--- src/rtl/button_conditioner.sv ---
// rtl/button_conditioner.sv - synchronise, debounce and edge-detect push buttons (optional auto-repeat under BTN_REPEAT_EN)
module button_conditioner #(
    parameter int NUM_BTN         = 3,
    parameter int DEBOUNCE_CYCLES = 500000,
    parameter int REPEAT_DELAY    = 25000000,
    parameter int REPEAT_PERIOD   = 5000000
) (
    input  logic               clk,
    input  logic               reset,
    input  logic [NUM_BTN-1:0] btn_raw,
    output logic [NUM_BTN-1:0] btn_level,
    output logic [NUM_BTN-1:0] btn_press,
    output logic [NUM_BTN-1:0] btn_release,
    output logic               btn_any
);

    localparam int            CW      = $clog2(DEBOUNCE_CYCLES);
    localparam logic [CW-1:0] CNT_MAX = CW'(DEBOUNCE_CYCLES - 1);

    logic [NUM_BTN-1:0] s1, s2;
    logic [NUM_BTN-1:0] stable;
    logic [NUM_BTN-1:0] stable_nxt;
    logic [NUM_BTN-1:0] accept;
    logic [NUM_BTN-1:0] rise, fall;
    logic [NUM_BTN-1:0] rep_fire;
    logic [CW-1:0]      cnt [NUM_BTN];

    // Two-flop synchroniser bringing the asynchronous button levels into clk.
    always_ff @(posedge clk) begin
        if (reset) begin
            s1 <= '0;
            s2 <= '0;
        end else begin
            s1 <= btn_raw;
            s2 <= s1;
        end
    end

    // A bit is accepted on the DEBOUNCE_CYCLES-th consecutive disagreeing sample.
    always_comb begin
        accept = '0;
        for (int i = 0; i < NUM_BTN; i++) begin
            accept[i] = (s2[i] != stable[i]) && (cnt[i] == CNT_MAX);
        end
        stable_nxt = stable ^ accept;
        rise       = accept & ~stable;
        fall       = accept & stable;
    end

    // Debounce counters: any agreeing sample restarts the count; acceptance clears it.
    always_ff @(posedge clk) begin
        for (int i = 0; i < NUM_BTN; i++) begin
            if (reset || (s2[i] == stable[i]) || (cnt[i] == CNT_MAX)) begin
                cnt[i] <= '0;
            end else begin
                cnt[i] <= cnt[i] + CW'(1);
            end
        end
        if (reset) begin
            stable <= '0;
        end else begin
            stable <= stable_nxt;
        end
    end

`ifdef BTN_REPEAT_EN
    localparam int            RMAX = (REPEAT_DELAY > REPEAT_PERIOD) ? REPEAT_DELAY : REPEAT_PERIOD;
    localparam int            RW   = $clog2(RMAX + 1);
    localparam logic [RW-1:0] RD_M1 = RW'(REPEAT_DELAY - 1);
    localparam logic [RW-1:0] RP_M1 = RW'(REPEAT_PERIOD - 1);

    logic [RW-1:0]      rcnt [NUM_BTN];
    logic [NUM_BTN-1:0] rphase;

    // Repeat fires while held; first gap is the delay, later gaps the period. A release wins.
    always_comb begin
        rep_fire = '0;
        for (int i = 0; i < NUM_BTN; i++) begin
            rep_fire[i] = stable[i] && !fall[i] && (rcnt[i] == (rphase[i] ? RP_M1 : RD_M1));
        end
    end

    // Repeat counters idle at zero while released and restart after every repeat pulse.
    always_ff @(posedge clk) begin
        for (int i = 0; i < NUM_BTN; i++) begin
            if (reset || !stable[i] || fall[i]) begin
                rcnt[i]   <= '0;
                rphase[i] <= 1'b0;
            end else if (rep_fire[i]) begin
                rcnt[i]   <= '0;
                rphase[i] <= 1'b1;
            end else begin
                rcnt[i]   <= rcnt[i] + RW'(1);
            end
        end
    end
`else
    // Without auto-repeat only genuine 0->1 edges produce press pulses.
    always_comb begin
        rep_fire = '0;
    end
`endif

    // Registered one-cycle pulses and the any-button flag, aligned with the level change.
    always_ff @(posedge clk) begin
        if (reset) begin
            btn_press   <= '0;
            btn_release <= '0;
            btn_any     <= 1'b0;
        end else begin
            btn_press   <= rise | rep_fire;
            btn_release <= fall;
            btn_any     <= |stable_nxt;
        end
    end

    assign btn_level = stable;

endmodule

--- config.mk ---
export PLATFORM = sky130hd
export DESIGN_NAME = button_conditioner
export DESIGN_NICKNAME = d
export VERILOG_FILES = /design/src/rtl/button_conditioner.sv
export SDC_FILE = /design/constraint.sdc
export NUM_CORES = 1
export LEC_CHECK = 0
export ABC_AREA = 1
export BUFFER_PORTS_ARGS = -buffer_cell sky130_fd_sc_hd__buf_2
export CORE_ASPECT_RATIO = 0.9
export CORE_MARGIN = 2
export CORE_UTILIZATION = 35
export DETAILED_ROUTE_END_ITERATION = 8
export GPL_ROUTABILITY_DRIVEN = 1
export PLACE_DENSITY = 0.51
export SLEW_MARGIN = 20
export SYNTH_ARGS = -nofsm -noshare
export SYNTH_HDL_FRONTEND = slang
export SYNTH_SLANG_ARGS = --single-unit
--- constraint.sdc ---
create_clock -name clk -period 1.5 [get_ports clk]
set_input_delay 0.225 -clock clk [delete_from_list [all_inputs] [get_ports clk]]
set_output_delay 0.225 -clock clk [all_outputs]
set_load 0.05 [all_outputs]
-- Word level (Yosys, flattened, before mapping)
Memory sizes are Yosys's and may differ from the RTL's.
Cells that the tools add are included.
- input bits: 5
- register bits: 16
- output and inout bits: 10
- word-level logic and storage cells: 48
- memory bits (writable): 57
- memories kept: 1
- memory list (memory ; words ; width ; read ports ; clocked after memory_dff ; write ports ; RTL line ; RTL):
    cnt ; 3 ; 19 ; 3 ; 0 ; 3 ; 26 ; logic [CW-1:0] cnt [NUM_BTN];
- add/sub/neg operators: 3
- reduce and logical (&&, ||, !) cells: 10
- bitwise gates (word level): 7
- equality and inequality tests: 9
- multiplexer cells: 12
- operators with widths (cell ; number):
    $add A19 B1 Y19 const B ; 3
    $eq A19 B19 Y1 const B ; 3
    $mux W19 ; 3
    $mux W1 ; 9
    $and A3 B3 Y3 ; 2
    $logic_or A1 B1 Y1 ; 6
    $eq A1 B1 Y1 ; 3
    $logic_and A1 B1 Y1 ; 3
    $ne A1 B1 Y1 ; 3
    $not A3 Y3 ; 1
    $or A1 B1 Y1 ; 3
    $reduce_or A3 Y1 ; 1
    $xor A3 B3 Y3 ; 1

-- Longest topological paths before layout
- depth in word-level cells: 6
- gate-level depth with buffers: 9
- mapped depth without buffers: 9

-- Least setup slack after synthesis
No wires, ideal clock.
- kind: flip-flop to flip-flop
- start: register stable[2] (netlist: btn_level[2])
- end: memory cnt[2][16] (netlist name)
- buffers on the path: 1
- library setup time: 0.070 ns
- clock period less this slack: 1.464 ns
- path slack: 0.036 ns
- stages on the path, launching flop included: 6
- data required time: 1.430 ns
- data arrival time: 1.394 ns
- cell sequence: dfxtp_1 > inv_1 > a21oi_1 > nand3_2 > buf_4 > a21oi_1
- RTL lines (element ; RTL line ; RTL):
    start: declaration ; 21 ; logic [NUM_BTN-1:0] stable;
    start signal: assignment ; 62 ; stable <= stable_nxt;
    end: declaration ; 26 ;

==> impl_results.md <==
* Critical path's slowest cell: dfxtp_1
* Count of different cell masters after synthesis at 28
* Clock slew at reported path FFs at ~0.08 ns
* Skew final at approximately 0.015 ns
* Net count, final at between 500 and 600
* IO Pins at 15
* Global-route wire length before repair at roughly 13,000 um
* Total gr overflow at 0
* TritonCTS clock tree: yes
* Drt first pass iters at 4
* MaxCap Viol Count at 0
* Warnings from Yosys at 0
* Worst Path Max Fanout at 4
* Yosys reg bits at between 70 and 80
* # clock sinks at 73
* Largest net degree at the start of global routing at 20
* CTS Root Cell: clkbuf_8
* PD cells at 822 nW/um^2
* CTS H-tree lvls at 3
* Die area at about 11,000 um^2
* Mapped Area at around 3500 um^2
* Post-Syn Area per Cell at ~7.1 um^2
* Longest Clk Path Bufs at 2
* DP Wirelength at between 5000 and 6000 um
* Multi-input gate area at roughly 1800 um^2
* P_leak at approximately 1.6 nW
* Syn Nets at 503
* DRT iter0 DRCs at between 100 and 150
* CP max stage delay at 0.36 ns
* Cts bufs inserted at 9
* Arr. time, crit path at around 1.7 ns
* Placer Congestion at between 0.7 and 0.8
* CP endpoint kind: register
* Seq/Total Area, Yosys at 0.415
* Area of placed instances at ~3900 um^2
* Fmax at 695 MHz
* Fin cells at ~700
* Final Hold Viols at 0
* Port Buffers at 14
* Hold Path Class: in -> reg
* Reg area at approximately 1500 um^2
* Diodes inserted at 0
* Area Overhead vs Synth at 20.1%
* Antenna violations before repair at 0
* Largest delay share family, worst path: simple AND/OR/NAND/NOR gates
* Outcome: finished clean
* WP buf/inv at 2
* Number of global-route vias before repair at 2,924
* TNS Setup at 0 ns
* Wire per inst at between 10 and 15 um
* Post-route setup slack at between 0.06 and 0.07 ns
* Row cnt at 34
* Tot GR Track Use at 0.152
* WP data required at between 1.5 and 2 ns
* CP Class: reg -> reg
* Core area at slightly below 10,000 um^2
* Yosys top cell area share at 0.415
* Average vias per placed instance at roughly 4.6
* Clk_lat worst skew at ~0.35 ns
* Setup slack at placement at 0.0234 ns
* Die Y at 99.2 um
* Starting density of the core at 0.362
* Chip width at between 100 and 150 um
* Placed instance count at between 600 and 700
* Slew Viols, Final at 0
* Post-route cell area at roughly 4200 um^2
* Worst relative slew slack at 0.779
* Fill count at between 900 and 1,000
* Final Setup Violations at 0
* Worst Tran Pin Value at between 0.3 and 0.4 ns
* Synthesized instance count at 495
* ANT nets after route at 0
* Startpoint types: register
* Hold Slack at 0.0886 ns
* Final period utilization at 0.959
* Peak supply drop at between 400 and 500 uV
* Ranking of synthesized cells by area: dfxtp_1 (41%), nand2_1 (11%), nor2_1 (9.1%)
* Share of cells above drive strength 1 at 0.181
* Total power at ~3.5 mW
* Crit-path cells: ha_2 > nand3_2 > inv_2 > nand2_1 > nor2_2 > buf_4 > a21oi_1 > nor3_1
* Total routed wirelength at ~7800 um
* DR vias at around 3,200
* Area leader, netlist: dfxtp_1
* DRC violation count after routing at 0
* CTS Hold Bufs at 0
* Layout Utilization at 0.435
* Tmin final at about 1.4 ns
[layer usage]
layer | vias to the layer above | GRT usage | routed length, um
met1 | 1430 | 0.218 | 4170
met4 | 0 | 0.0438 | 70
met5 | - | 0 | 0
met3 | 4 | 0.0459 | 315
met2 | 40 | 0.221 | 3250
li1 | 1682 | - | -
[sequential cells by signal (all words and copies together), names as in the netlist]
signal	count
cnt	57
btn_level	3
btn_press	3
btn_release	3
s1	3
s2	3
btn_any	1
[worst min-delay path, stage by stage]
cell    delay [ns]
buf_2         0.10
inv_1         0.04
nor2_1        0.03
[path summary, 6_finish.rpt]
path	from	endpoint	slack [ns]	cells past startpoint
setup / recovery	cnt[2][1]$_SDFF_PP0_	cnt[2][14]$_SDFF_PP0_	0.06	8
setup reg to reg	cnt[2][1]$_SDFF_PP0_	cnt[2][14]$_SDFF_PP0_	0.06	8
hold reg to reg	s1[2]$_SDFF_PP0_	s2[2]$_SDFF_PP0_	0.40	2
hold / removal	btn_raw[0]	s1[0]$_SDFF_PP0_	0.09	3
[placed cells by master (no fill, tap or decap), drive strengths merged, types with 6 or more instances in the layout]
cell      n
xor2     12
xnor2     6
nor3     22
nor2     87
nand2   110
o21ai     9
inv      70
dfxtp    73
or2       7
nand3    41
nand4    16
clkbuf   12
buf      47
a21oi    29
[final cells by class]
type	instances	share of cell area
clock buffers	12	0.0390
multi-input cells	348	0.425
well taps	126	0.0372
flip-flops and latches	73	0.346
inverters	70	0.0621
repair buffers	47	0.0839
clock inverters	4	0.00621
[cells in the mapped netlist, drive strengths merged]
master	instances
nor3b	1
nor3	22
or2	7
nand2	110
inv	70
dfxtp	73
nand3	41
nor4	1
xnor2	6
buf	4
a21oi	29
nor2	87
nand4	16
o21ai	9
ha	3
nand3b	4
xor2	12
[timing repair]
item,in CTS,in global routing
pin swaps,0,7
resized for setup,1,13
endpoints found under the setup margin,1,20
buffers inserted,0,11
[power breakdown]
part	leakage (nW)	internal [mW]	total, mW	switching [mW]
Clock	0.0984	0.734	1.47	0.735
Sequential	0.591	1.95	1.95	0.00420
Combinational	0.920	0.0268	0.0616	0.0349
Total	1.61	2.71	3.48	0.774
[cell families (layout without fill, tap and decap cells)]
kind of cell    after synthesis  count (layout)  synth area share
buf+inv                      74             133            0.0834
flops                        73              73             0.415
simple gates                289             289             0.392
fa+ha+maj                     3               3            0.0107
compound gates               38              38            0.0550
xor+xnor                     18              18            0.0447
No activity file was read; power rests on OpenSTA's default activity.
